$ cat src/rtl/trophy_pkg.sv
// Shared types and constants for the trophy manager.
// Contents: FSM state enum, LFSR reset value, Galois feedback mask,
// default grid limits and the off-grid sentinel pattern.
package trophy_pkg;
  typedef enum logic [1:0] {IDLE, PLACE, ACTIVE, DONE} state_e;

  localparam logic [15:0] LFSR_RESET  = 16'hACE1;
  // Right-shift Galois form of x^16+x^14+x^13+x^11+1
  localparam logic [15:0] GALOIS_MASK = 16'hB400;

  localparam int unsigned ROW_MAX_DEF = 15;
  localparam int unsigned COL_MAX_DEF = 23;

  // Off-grid marker; slices of this fill empty slots
  localparam logic [15:0] SENTINEL = 16'hFFFF;
endpackage

$ cat src/rtl/trophy_manager_lfsr16.sv
// lfsr16: 16-bit Galois LFSR, steps every clock, loadable.
// Ports:
//   clk_i   clock
//   rst_i   async active-low reset (loads LFSR_RESET)
//   load_i  load seed_i this cycle instead of stepping (zero seed maps to 1)
//   seed_i  seed value
//   lfsr_o  current register value
module lfsr16 import trophy_pkg::*; (
  input  logic        clk_i,
  input  logic        rst_i,
  input  logic        load_i,
  input  logic [15:0] seed_i,
  output logic [15:0] lfsr_o
);
  logic [15:0] lfsr_q, lfsr_d;

  always_comb begin
    if (load_i)         lfsr_d = (seed_i == 16'h0000) ? 16'h0001 : seed_i;
    else if (lfsr_q[0]) lfsr_d = (lfsr_q >> 1) ^ GALOIS_MASK;
    else                lfsr_d = lfsr_q >> 1;
  end

  always_ff @(posedge clk_i or negedge rst_i) begin
    if (!rst_i) lfsr_q <= LFSR_RESET;
    else        lfsr_q <= lfsr_d;
  end

  assign lfsr_o = lfsr_q;
endmodule

$ cat src/rtl/trophy_manager.sv
// trophy_manager: places NUM_TROPHY collectibles at distinct random grid
// cells, clears each when the player steps on it, and keeps score.
// Optional feature macro: TROPHY_RESPAWN_EN (per-slot respawn timers).
// Ports:
//   clk_i, rst_i             clock, async active-low reset
//   game_start_i             1-cycle pulse, (re)start a round
//   seed_i                   LFSR seed sampled on game_start_i
//   player_row_i/col_i       current player cell
//   alive_o                  bit i = slot i present
//   trophy_row_o/col_o       flattened slot cells, slot i at [i*W +: W]
//   collect_pulse_o/idx_o    1-cycle collection pulse and slot index
//   score_o                  saturating collection count for this round
//   busy_o                   FSM in PLACE
//   all_collected_o          round complete (level)
module trophy_manager import trophy_pkg::*; #(
  parameter int unsigned NUM_TROPHY     = 3,
  parameter int unsigned ROW_W          = 5,
  parameter int unsigned COL_W          = 5,
  parameter int unsigned ROW_MAX        = ROW_MAX_DEF,
  parameter int unsigned COL_MAX        = COL_MAX_DEF,
  parameter int unsigned SCORE_W        = 8,
  parameter int unsigned RESPAWN_CYCLES = 1000,
  localparam int unsigned IDX_W = (NUM_TROPHY > 1) ? $clog2(NUM_TROPHY) : 1
) (
  input  logic                        clk_i,
  input  logic                        rst_i,
  input  logic                        game_start_i,
  input  logic [15:0]                 seed_i,
  input  logic [ROW_W-1:0]            player_row_i,
  input  logic [COL_W-1:0]            player_col_i,
  output logic [NUM_TROPHY-1:0]       alive_o,
  output logic [NUM_TROPHY*ROW_W-1:0] trophy_row_o,
  output logic [NUM_TROPHY*COL_W-1:0] trophy_col_o,
  output logic                        collect_pulse_o,
  output logic [IDX_W-1:0]            collect_idx_o,
  output logic [SCORE_W-1:0]          score_o,
  output logic                        busy_o,
  output logic                        all_collected_o
);
  localparam logic [ROW_W-1:0] ROW_SENT = SENTINEL[ROW_W-1:0];
  localparam logic [COL_W-1:0] COL_SENT = SENTINEL[COL_W-1:0];
  localparam logic [ROW_W-1:0] RMAX     = ROW_W'(ROW_MAX);
  localparam logic [COL_W-1:0] CMAX     = COL_W'(COL_MAX);
  localparam logic [IDX_W-1:0] LAST     = IDX_W'(NUM_TROPHY - 1);
  localparam logic [31:0]      RESP_C   = RESPAWN_CYCLES;

  state_e                               state_q, state_d;
  logic [NUM_TROPHY-1:0]                alive_q, alive_d;
  logic [NUM_TROPHY-1:0][ROW_W-1:0]     row_q, row_d;
  logic [NUM_TROPHY-1:0][COL_W-1:0]     col_q, col_d;
  logic [IDX_W-1:0]                     ptr_q, ptr_d, idx_q, idx_d, hit_idx;
  logic [SCORE_W-1:0]                   score_q, score_d;
  logic                                 pulse_q, pulse_d, done_q, done_d;
  logic [NUM_TROPHY-1:0]                occ, hit;
  logic                                 hit_any, accept, place_last;
  logic [15:0]                          lfsr;
  logic [ROW_W-1:0]                     cand_row;
  logic [COL_W-1:0]                     cand_col;
  logic                                 unused_cfg;

  lfsr16 u_lfsr (
    .clk_i  (clk_i),
    .rst_i  (rst_i),
    .load_i (game_start_i),
    .seed_i (seed_i),
    .lfsr_o (lfsr)
  );

  assign cand_row   = lfsr[ROW_W-1:0];
  assign cand_col   = lfsr[ROW_W +: COL_W];
  assign unused_cfg = ^{lfsr, RESP_C[0]};

  for (genvar g = 0; g < NUM_TROPHY; g++) begin : g_slot
    assign occ[g] = alive_q[g] && (row_q[g] == cand_row) && (col_q[g] == cand_col);
    assign hit[g] = alive_q[g] && (row_q[g] == player_row_i) && (col_q[g] == player_col_i);
  end

  assign accept = (cand_row <= RMAX) && (cand_col <= CMAX) && !(|occ) &&
                  !((cand_row == player_row_i) && (cand_col == player_col_i));

  // Lowest-index match wins
  always_comb begin
    hit_any = 1'b0;
    hit_idx = '0;
    for (int i = NUM_TROPHY - 1; i >= 0; i--) begin
      if (hit[i]) begin
        hit_any = 1'b1;
        hit_idx = IDX_W'(i);
      end
    end
  end

`ifdef TROPHY_RESPAWN_EN
  localparam int unsigned TMR_W = $clog2(RESPAWN_CYCLES + 1);

  logic [NUM_TROPHY-1:0][TMR_W-1:0] tmr_q;
  logic [NUM_TROPHY-1:0]            run_q, req_q, coll_set, req_clr;
  logic                             respawn_q, respawn_d, req_any;
  logic [IDX_W-1:0]                 req_idx;

  always_comb begin
    req_any = 1'b0;
    req_idx = '0;
    for (int i = NUM_TROPHY - 1; i >= 0; i--) begin
      if (req_q[i]) begin
        req_any = 1'b1;
        req_idx = IDX_W'(i);
      end
    end
  end

  // Countdown from collection; the request rises RESPAWN_CYCLES clocks later
  always_ff @(posedge clk_i or negedge rst_i) begin
    if (!rst_i) begin
      tmr_q     <= '0;
      run_q     <= '0;
      req_q     <= '0;
      respawn_q <= 1'b0;
    end else begin
      respawn_q <= respawn_d;
      for (int i = 0; i < NUM_TROPHY; i++) begin
        if (game_start_i) begin
          tmr_q[i] <= '0;
          run_q[i] <= 1'b0;
          req_q[i] <= 1'b0;
        end else begin
          if (coll_set[i]) begin
            tmr_q[i] <= TMR_W'(RESPAWN_CYCLES);
            run_q[i] <= 1'b1;
          end else if (run_q[i]) begin
            if (tmr_q[i] == TMR_W'(1)) begin
              run_q[i] <= 1'b0;
              req_q[i] <= 1'b1;
            end else begin
              tmr_q[i] <= tmr_q[i] - TMR_W'(1);
            end
          end
          if (req_clr[i]) req_q[i] <= 1'b0;
        end
      end
    end
  end

  // A respawn placement fills only one slot
  assign place_last = respawn_q || (ptr_q == LAST);
`else
  assign place_last = (ptr_q == LAST);
`endif

  always_comb begin
    state_d = state_q;
    alive_d = alive_q;
    row_d   = row_q;
    col_d   = col_q;
    ptr_d   = ptr_q;
    score_d = score_q;
    pulse_d = 1'b0;
    idx_d   = idx_q;
    done_d  = done_q;
`ifdef TROPHY_RESPAWN_EN
    coll_set  = '0;
    req_clr   = '0;
    respawn_d = respawn_q;
`endif
    if (game_start_i) begin
      state_d = PLACE;
      alive_d = '0;
      score_d = '0;
      done_d  = 1'b0;
      row_d   = {NUM_TROPHY{ROW_SENT}};
      col_d   = {NUM_TROPHY{COL_SENT}};
      ptr_d   = '0;
`ifdef TROPHY_RESPAWN_EN
      respawn_d = 1'b0;
`endif
    end else begin
      case (state_q)
        PLACE: begin
          if (accept) begin
            row_d[ptr_q]   = cand_row;
            col_d[ptr_q]   = cand_col;
            alive_d[ptr_q] = 1'b1;
            ptr_d          = ptr_q + IDX_W'(1);
            if (place_last) begin
              state_d = ACTIVE;
`ifdef TROPHY_RESPAWN_EN
              respawn_d = 1'b0;
`endif
            end
          end
        end
        ACTIVE: begin
          if (hit_any) begin
            alive_d[hit_idx] = 1'b0;
            row_d[hit_idx]   = ROW_SENT;
            col_d[hit_idx]   = COL_SENT;
            pulse_d          = 1'b1;
            idx_d            = hit_idx;
            if (score_q != '1) score_d = score_q + SCORE_W'(1);
`ifdef TROPHY_RESPAWN_EN
            coll_set[hit_idx] = 1'b1;
`else
            if (alive_d == '0) begin
              state_d = DONE;
              done_d  = 1'b1;
            end
`endif
          end
`ifdef TROPHY_RESPAWN_EN
          if (req_any) begin
            state_d          = PLACE;
            ptr_d            = req_idx;
            respawn_d        = 1'b1;
            req_clr[req_idx] = 1'b1;
          end
`endif
        end
        default: ;
      endcase
    end
  end

  always_ff @(posedge clk_i or negedge rst_i) begin
    if (!rst_i) begin
      state_q <= IDLE;
      alive_q <= '0;
      row_q   <= {NUM_TROPHY{ROW_SENT}};
      col_q   <= {NUM_TROPHY{COL_SENT}};
      ptr_q   <= '0;
      score_q <= '0;
      pulse_q <= 1'b0;
      idx_q   <= '0;
      done_q  <= 1'b0;
    end else begin
      state_q <= state_d;
      alive_q <= alive_d;
      row_q   <= row_d;
      col_q   <= col_d;
      ptr_q   <= ptr_d;
      score_q <= score_d;
      pulse_q <= pulse_d;
      idx_q   <= idx_d;
      done_q  <= done_d;
    end
  end

  assign alive_o         = alive_q;
  assign trophy_row_o    = row_q;
  assign trophy_col_o    = col_q;
  assign collect_pulse_o = pulse_q;
  assign collect_idx_o   = idx_q;
  assign score_o         = score_q;
  assign busy_o          = (state_q == PLACE);
  assign all_collected_o = done_q;
endmodule

$ cat config.mk
export PLATFORM = sky130hd
export DESIGN_NAME = trophy_manager
export DESIGN_NICKNAME = d
export VERILOG_FILES = /design/src/rtl/trophy_pkg.sv /design/src/rtl/trophy_manager_lfsr16.sv /design/src/rtl/trophy_manager.sv
export SDC_FILE = /design/constraint.sdc
export NUM_CORES = 1
export LEC_CHECK = 0
export BUFFER_PORTS_ARGS = -buffer_cell sky130_fd_sc_hd__buf_2
export CAP_MARGIN = 20
export CORE_ASPECT_RATIO = 1.75
export CORE_MARGIN = 2
export CORE_UTILIZATION = 42
export DETAILED_ROUTE_END_ITERATION = 8
export MAX_ROUTING_LAYER = met4
export PLACE_DENSITY = 0.64
export SYNTH_ARGS = -nofsm -noshare
export SYNTH_HDL_FRONTEND = slang
export SYNTH_HIERARCHICAL = 1
export SYNTH_SLANG_ARGS = --single-unit
$ cat constraint.sdc
create_clock -name clk_i -period 3.1 [get_ports clk_i]
set_clock_uncertainty 0.2 [all_clocks]
set_input_delay 0.465 -clock clk_i [delete_from_list [all_inputs] [get_ports clk_i]]
set_output_delay 0.465 -clock clk_i [all_outputs]
set_load 0.01 [all_outputs]
Word-level counts from Yosys, hierarchy flattened. Index checks and enable logic that the tools add are counted.

Muxes and demuxes: 51. Reductions and logical operators: 36. Add/subtract/negate cells: 2. Equality and inequality tests: 22. Order comparisons: 6. Bitwise operators: 7.

Operators by type and width (number): 2-to-1 mux 15 bit (6); equality test 5 bit (14); one-hot mux 15 bit (2 select lines) (2); 2-to-1 mux 16 bit (3); 2-to-1 mux 8 bit (4); bitwise mux 15 bit (2); OR 15 bit (2); 2-to-1 mux 2 bit (11); demux 5 bit (select 2 bit) (2); logical AND 1 bit (18); logical NOT 16 bit (1); 2-to-1 mux 1 bit (12); AND reduction 3 bit (4); nonzero test 2 bit (6); 2-to-1 mux 5 bit (2); 2-to-1 mux 3 bit (3); adder 8 x 1 -> 8 bit, second input constant (1); inequality test 8 bit, second input constant (1); < comparator 2 x 3 -> 1 bit, second input constant (2); inequality test 3 x 2 -> 1 bit, second input constant (2); inequality test 3 bit, second input constant (2); one-hot mux 3 bit (2 select lines) (1); less-or-equal comparator 5 x 4 -> 1 bit, second input constant (1); less-or-equal comparator 5 bit, second input constant (1); 17 further kinds (21).

Input bits: 29. Register bits: 65. Word-level logic and storage cells: 138.

Logic depth before layout (Yosys ltp). Gate-level depths: netlist (run 1).

Depth in word-level cells: 17. Depth in mapped cells: 9.

Hierarchy. The synthesis (run 1) kept the hierarchy.

Modules (own cells, without submodules): trophy_manager (sequential area each 1263.7 um^2, area each 3463.3 um^2, cells an instance 315, times used 1); lfsr16 (sequential area each 410.4 um^2, area each 680.7 um^2, cells an instance 47, times used 1).

Worst setup path after synthesis (run 1). OpenSTA, ideal clock, no wires.

Path kind: register to register. From: register u_lfsr.lfsr_q[0] (netlist: u_lfsr/lfsr_o[0]). To: register col_q (netlist bit trophy_col_o[0]). Data arrival time: 1938 ps. Path buffers: 2. Stages on the path, launching flop included: 10. Library setup time: 69 ps. Setup slack: 893 ps. Cell sequence: dfstp_2 buf_6 xor2_1 nor4_2 nand4b_1 o211ai_4 nor2_4 nand3b_4 buf_12 a2bb2oi_2.

Longest elaborated chain between the ends: 9.

Ends and longest elaborated chain: start: declaration (RTL line trophy_manager_lfsr16.sv:15) `logic [15:0] lfsr_q, lfsr_d;`; start signal: assignment (RTL line trophy_manager_lfsr16.sv:25) `else lfsr_q <= lfsr_d;`; equality test 5 bit (RTL line trophy_manager.sv:74) `assign occ[g] = alive_q[g] && (row_q[g] == cand_row) && (col_q[g] == cand_col);`; logical AND 1 bit (2 in series) (RTL line trophy_manager.sv:74); OR reduction 3 bit (RTL line trophy_manager.sv:78) `assign accept = (cand_row <= RMAX) && (cand_col <= CMAX) && !(|occ) &&`; logical NOT 1 bit (RTL line trophy_manager.sv:78); logical AND 1 bit (RTL line trophy_manager.sv:78); logical AND 1 bit * (RTL line trophy_manager.sv:78); inequality test 3 x 2 -> 1 bit (no line) *; AND reduction 3 bit (no line) *; end signal: assignment (RTL line trophy_manager.sv:228) `col_q <= {NUM_TROPHY{COL_SENT}};`; end signal: assignment (RTL line trophy_manager.sv:238) `col_q <= col_d;`; end: declaration (RTL line trophy_manager.sv:50) `logic [NUM_TROPHY-1:0][COL_W-1:0] col_q, col_d;`.

Every way passes the cells marked *; elsewhere a longest branch is shown, timed or not. A chain may end at the register's enable or synchronous reset.

Final worst setup path (run 1).
From: register u_lfsr.lfsr_q[7] (netlist: u_lfsr/lfsr_o[7]). To: register col_q (netlist bit trophy_col_o[0]).

Longest elaborated chain between the ends: 8.

Ends and longest elaborated chain (RTL line): parallel branches: the longest is 5 deep, another holds less-or-equal comparator 5 bit; logical AND 1 bit * (trophy_manager.sv:78); inequality test 3 x 2 -> 1 bit (no line) *; AND reduction 3 bit (no line) *.

Every way passes the cells marked *.

==> impl_metrics.ini, run 1 <==
[grt]
gr-usage-all-layers_pct = 22.0
grt_max_degree = 37
grt_pass1_wl_microns = 17100
grt_pass1_vias = 3204
antenna_found_initial = 0
overflow = 0

[logic_synthesis]
synth_area_sq_mm = 0.00414
synthTopCellsByArea = dfstp_2 24%, dfrtp_1 16%, xnor2_1 11%, a2bb2oi_2 9.8%, xor2_1 5.3%
synth_top_family_by_area = simple AND/OR/NAND/NOR gates
synth-async-reset-ratio_pct = 100
synth_top_cell_area_share_pct = 24.1
synth_top_area_cell = dfstp_2
synth_cell_types = 51
ys_seq_area_share_pct = 40.4
syn_inst = 362
synth_edf_count = 0
yosysMostFrequentCell = xnor2_1
ys_ff_latch = 65
syn_nets = 395
muxShareOfSynthArea_pct = 3.77
yosys_warnings = 6
synth_compound_area_share_pct = 16.1
synth_xor_area_share_pct = 16.8
synth_adder_area_share_pct = 1.21
postSynthAreaPerCell_sq_um = 11.4
ys.flop_type = dfstp_2
synthTopCellsByCount = 51 x xnor2_1, 48 x nor2_1, 38 x dfstp_2
synth-simple-area-share_pct = 17.4

[sta]
maxSlewViolCount = 0
rsz0062_at_grt = false
tightest_slew_ps = 717
setup_ws_ps = 548
setup_violations = 0
relSlewSlack_pct = 52.2
min_period_ps = 2550
post-route-period-util_pct = 82.3
final.setup.tns_ps = 0
fmax_mhz = 392
hold_violations = 0

[power]
leakage_nw = 1.97
power.share.clock_pct = 40.0
seq_power_share_pct = 40.9
p_total_mw = 2.64
powerDensity_mw_per_mm2 = 541
power.switching_mw = 0.774
switching_share_pct = 29.3
combPwrFrac_pct = 19.1
intPower_mw = 1.87
ir_drop_v = 0.000370

[critical_path]
cpMostUsedCell = o211ai_4
required_ps = 3150
critPathKind = register to register
cp_max_fo = 10
endpoint_kind = register
r2r_end = trophy_col_o[0]
rr_startpoint = u_lfsr/lfsr_o[7]
slowest_delay_ps = 720
slowest_stage = dfstp_2
worstPathArrival_ps = 2600
start_kind = register
crit_chain = xor2_1 > nor4_1 > nand3_1 > o211ai_4 > o21ai_4 > o211ai_4 > a2bb2oi_2
reg2regPathDepth = 7
rrSetupSlack_ps = 550

[clock_tree]
cts_setup_buffers = 0
clockBufferDepth = 2
clock_latency_ps = 340
clock_sinks = 65
cts_tree = yes
cts_buffers = 9
hold_buffers = 1
clock_tree.root_cell = clkbuf_16
htreeDepth = 3
cts_resized = 0
clkTransAtPathRegs_ps = 60

[placement]
place.gp.congestion = 0.869
dpl.cell_count = 545
io_buffer_count = 74
place_hpwl_microns = 8170
dp_slack_ps = 594

[run]
maxCapViolations = 0

[floorplan]
initial_core_util_pct = 42.6
dieHeight_microns = 135
core_area_sq_mm = 0.00973
rows = 48
ioPinCount = 75
die-area_sq_mm = 0.0107
die_w_microns = 79.1

[detailed_routing]
drc = 0
drtPass1Iterations = 4
final_antenna_net_count = 0
vias = 3102
dr.first_iter.drc_count = 140
routedWlPerCell_microns = 19.1
via_per_inst = 5.52
wirelength_microns = 10800

[finish]
fill_cells = 923
fin_cells = 562
drive_gt1_share_pct = 43.9
n_antenna_cell = 0
fin_nets = 465
syn_to_final_growth_pct = 17.7

[status]
status = completed

[min_path]
min_path_cells = 3
min_to = u_lfsr/lfsr_o[10]
hp-class = primary input to register
worstHoldStart = seed_i[10]
-- placed cells by master, fill, tap and decap left out, types with 5 or more instances in the layout --
master,count
inv_1,5
a2bb2oi_2,27
o21ai_0,6
nand3_1,10
dfrtp_1,27
mux2_2,5
mux2_1,8
nor4_2,5
nor2_1,48
dfstp_2,38
nand2_1,11
xor2_1,25
buf_2,74
nand4_1,14
clkbuf_16,10
xnor2_1,51
-- sequential cells by signal (all words and copies together) (netlist names) --
signal,count
ptr_q,2
collect_idx_o,2
collect_pulse_o,1
trophy_col_o,15
score_o,8
u_lfsr/lfsr_o,16
alive_o,3
state_q,2
trophy_row_o,15
all_collected_o,1
-- worst max-delay path, delay by kind of cell, from the launching register on --
family / cells / cell delay, ps
flops: 1 / 720
compound gates: 4 / 720
xor+xnor: 1 / 110
simple gates: 2 / 690
-- metal layers --
metal	wire (microns)	global-route usage, %	up-vias
li1	-	-	1416
met3	487	4.33	31
met4	433	11.6	0
met1	3960	23.8	1546
met5	0	-	-
met2	5870	37.5	109
-- worst max path at each step --
stage	from	to	cells after the start
global placement	player_row_i[0]	trophy_row_o[0]	8
finish	u_lfsr/lfsr_o[7]	trophy_col_o[0]	7
CTS	u_lfsr/lfsr_o[0]	trophy_col_o[0]	7
floorplan	u_lfsr/lfsr_o[0]	trophy_col_o[0]	9
global route	u_lfsr/lfsr_o[0]	trophy_col_o[0]	7
detailed placement	player_row_i[0]	trophy_col_o[0]	8
-- stage by stage --
stage | utilization, % | cell area [sq um] | hold WS, ps
global route | 50.1 | 4880 | 151
CTS | 50.1 | 4880 | 136
floorplan | - | 4140 | -30.6
global placement | 46.8 | 4550 | 244
detailed placement | 46.8 | 4550 | 254
finish | 50.1 | 4880 | 150
-- layout make-up --
type | count | area, sq um | share of cell area [%]
clock buffer | 10 | 250 | 5.13
clock inverter | 6 | 63.8 | 1.31
inverter | 5 | 18.8 | 0.385
multi-input combinational | 272 | 2290 | 47.0
sequential | 65 | 1670 | 34.3
tap | 125 | 156 | 3.21
timing repair buffer | 79 | 423 | 8.67
-- power by group through the flow --
stage / clock, mW / combinational (mW) / sequential [mW]
floorplan: 0 / 0.401 / 1.03
global placement: 0 / 0.498 / 1.09
detailed placement: 0 / 0.506 / 1.09
CTS: 1.08 / 0.509 / 1.08
global route: 1.12 / 0.550 / 1.09
finish: 1.06 / 0.505 / 1.08
-- cell families (layout without fill, tap and decap cells) --
| logic type | count (synthesis) | in the layout |
|---|---|---|
| compound gates | 56 | 56 |
| xor+xnor | 78 | 78 |
| fa+ha+maj | 4 | 4 |
| buf+inv | 25 | 100 |
| flops | 65 | 65 |
| mux | 14 | 14 |
| simple gates | 120 | 120 |
(Power assumes the default switching activity.)
==> run 2: changes to the inputs <==
- PLACE_DENSITY: 0.64 -> 0.66
- clock period: 3.1 -> 2.1 ns (I/O delays scaled with it)
==> run 2 against run 1 <==
Effect of this change: the run now ends with setup timing left; global-route usage up 3.4 points; final cell count increased by 19%; register-to-register slack worse by 800 ps; clock power rose by 68%; total power increased by 70%; maximum frequency increased by 8.5%; design area is 23% higher; first-iteration DRC count grew 51%; combinational power grew 140%; core utilization is 12 points higher; routed wire length rose by 22%.
==> impl_metrics.ini, run 2 (synthesis results as in run 1) <==
[status]
status = finished with violations
violations = setup timing

[clock_tree]
clock_tree.root_cell = clkbuf_16
clock_sinks = 65
clkTransAtPathRegs_ps = 60
htreeDepth = 3
clock_latency_ps = 340
clockBufferDepth = 2
cts_buffers = 9
cts_tree = yes

[power]
ir_drop_v = 0.000585
powerDensity_mw_per_mm2 = 749
leakage_nw = 2.57

[floorplan]
dieHeight_microns = 135
die-area_sq_mm = 0.0107
core_area_sq_mm = 0.00973
rows = 48
die_w_microns = 79.1
initial_core_util_pct = 42.6
ioPinCount = 75

[placement]
place_hpwl_microns = 8940
io_buffer_count = 74
place.gp.congestion = 0.956
dpl.cell_count = 616

[detailed_routing]
drtPass1Iterations = 4
dr.first_iter.drc_count = 211
via_per_inst = 5.39
routedWlPerCell_microns = 19.6
wirelength_microns = 13200
vias = 3612
final_antenna_net_count = 0
drc = 0

[critical_path]
crit_chain = xnor2_1 > nand4_1 > buf_4 > nor3_4 > buf_4 > nor2_2 > a22o_2 > nand2_4 > a2bb2oi_2
reg2regPathDepth = 9
rr_startpoint = trophy_col_o[4]
worstPathArrival_ps = 2420
worstPathBufferInverterCount = 2
endpoint_kind = register
start_kind = register
cp_max_fo = 5
cpMostUsedCell = buf_4
required_ps = 2170
slowest_stage = dfstp_2
r2r_end = trophy_row_o[5]
critical-path-top-delay-family = simple AND/OR/NAND/NOR gates
critPathKind = register to register
rrSetupSlack_ps = -250
slowest_delay_ps = 560

[finish]
syn_to_final_growth_pct = 45.0
largest_reg_flops = 16
final_cell_mix = 94 x buf_4, 74 x buf_2, 45 x xnor2_1, 45 x nor2_1, 38 x dfstp_2
fin_cells = 670
mostFrequentLayoutCell = buf_4
drive_gt1_share_pct = 59.6
n_antenna_cell = 0
fin_nets = 573

[sta]
min_period_ps = 2350
fmax_mhz = 425
post-route-period-util_pct = 112
hold_violations = 0
setup_violations = 48
setup_ws_ps = -251
relSlewSlack_pct = 69.7
final.setup.tns_ps = -9500
maxSlewViolCount = 0
rsz0062_at_grt = true
tightest_slew_ps = 455

[grt]
grt_max_degree = 74
gr-usage-all-layers_pct = 25.4
grt_pass1_wl_microns = 19600
grt_pass1_vias = 3761
overflow = 0
antenna_found_initial = 0

[min_path]
min_to = u_lfsr/lfsr_o[1]
min_path_cells = 2
hp-class = primary input to register
worstHoldStart = seed_i[1]

[run]
maxCapViolations = 0
## run 2: cell count changes in the layout (fill, tap and decap cells not counted), sizes merged
| cell | before | now |
|---|---|---|
| clkinvlp | 2 | 1 |
| nand3b | 3 | 4 |
| o211ai | 2 | 3 |
| buf | 78 | 180 |
| dlygate4sd3 | 1 | 3 |
| nand2 | 13 | 15 |
| bufinv | 1 | 3 |
| inv | 6 | 5 |
## run 2: per-stage QoR
stage               setup slack, ps  cell area, sq um  power, mW  utilization [%]  hold WS, ps
floorplan                     -96.5              4140       2.12                -         -181
global placement               -240              5100       2.50             52.4          156
detailed placement             -255              5100       2.52             52.4          161
CTS                            -195              5770       4.41             59.3         21.0
global route                   -319              6010       4.67             61.7         30.4
finish                         -251              6010       4.50             61.7         21.3
## run 2: cell type report
type | count | area (sq um)
fill | 781 | 3720
tap | 125 | 156
sequential | 65 | 1680
timing repair buffer | 183 | 1270
multi-input combinational | 276 | 2530
clock inverter | 6 | 115
inverter | 5 | 18.8
clock buffer | 10 | 239
## run 2: how the worst max path moves through the flow
stage | to | cells past startpoint | startpoint
floorplan | state_q[0] | 9 | u_lfsr/lfsr_o[0]
global placement | trophy_col_o[0] | 8 | u_lfsr/lfsr_o[1]
detailed placement | trophy_col_o[0] | 8 | u_lfsr/lfsr_o[1]
CTS | trophy_row_o[9] | 7 | u_lfsr/lfsr_o[5]
global route | score_o[3] | 7 | trophy_row_o[0]
finish | trophy_row_o[5] | 9 | trophy_col_o[4]
## run 2: timing repair
item | 4_1_cts | 5_1_grt
endpoints found under the hold margin | 29 | 0
setup buffers | 22 | 11
cloned | 2 | 2
resized for setup | 25 | 23
pin swaps | 29 | 22
setup endpoints to repair | 47 | 48
hold buffers | 3 | 0
## run 2: where the power goes
part	internal [mW]	switching, mW
registers	1.40	0.129
logic	0.613	0.580
clock network	1.20	0.586
## run 2: layer usage
metal | track usage (%) | vias to the layer above | share of wire, %
met5 | - | - | 0
met4 | 16.4 | 0 | 5.1
met3 | 4.53 | 51 | 3.9
met2 | 44.5 | 131 | 55
met1 | 25.3 | 1794 | 36
li1 | - | 1636 | -
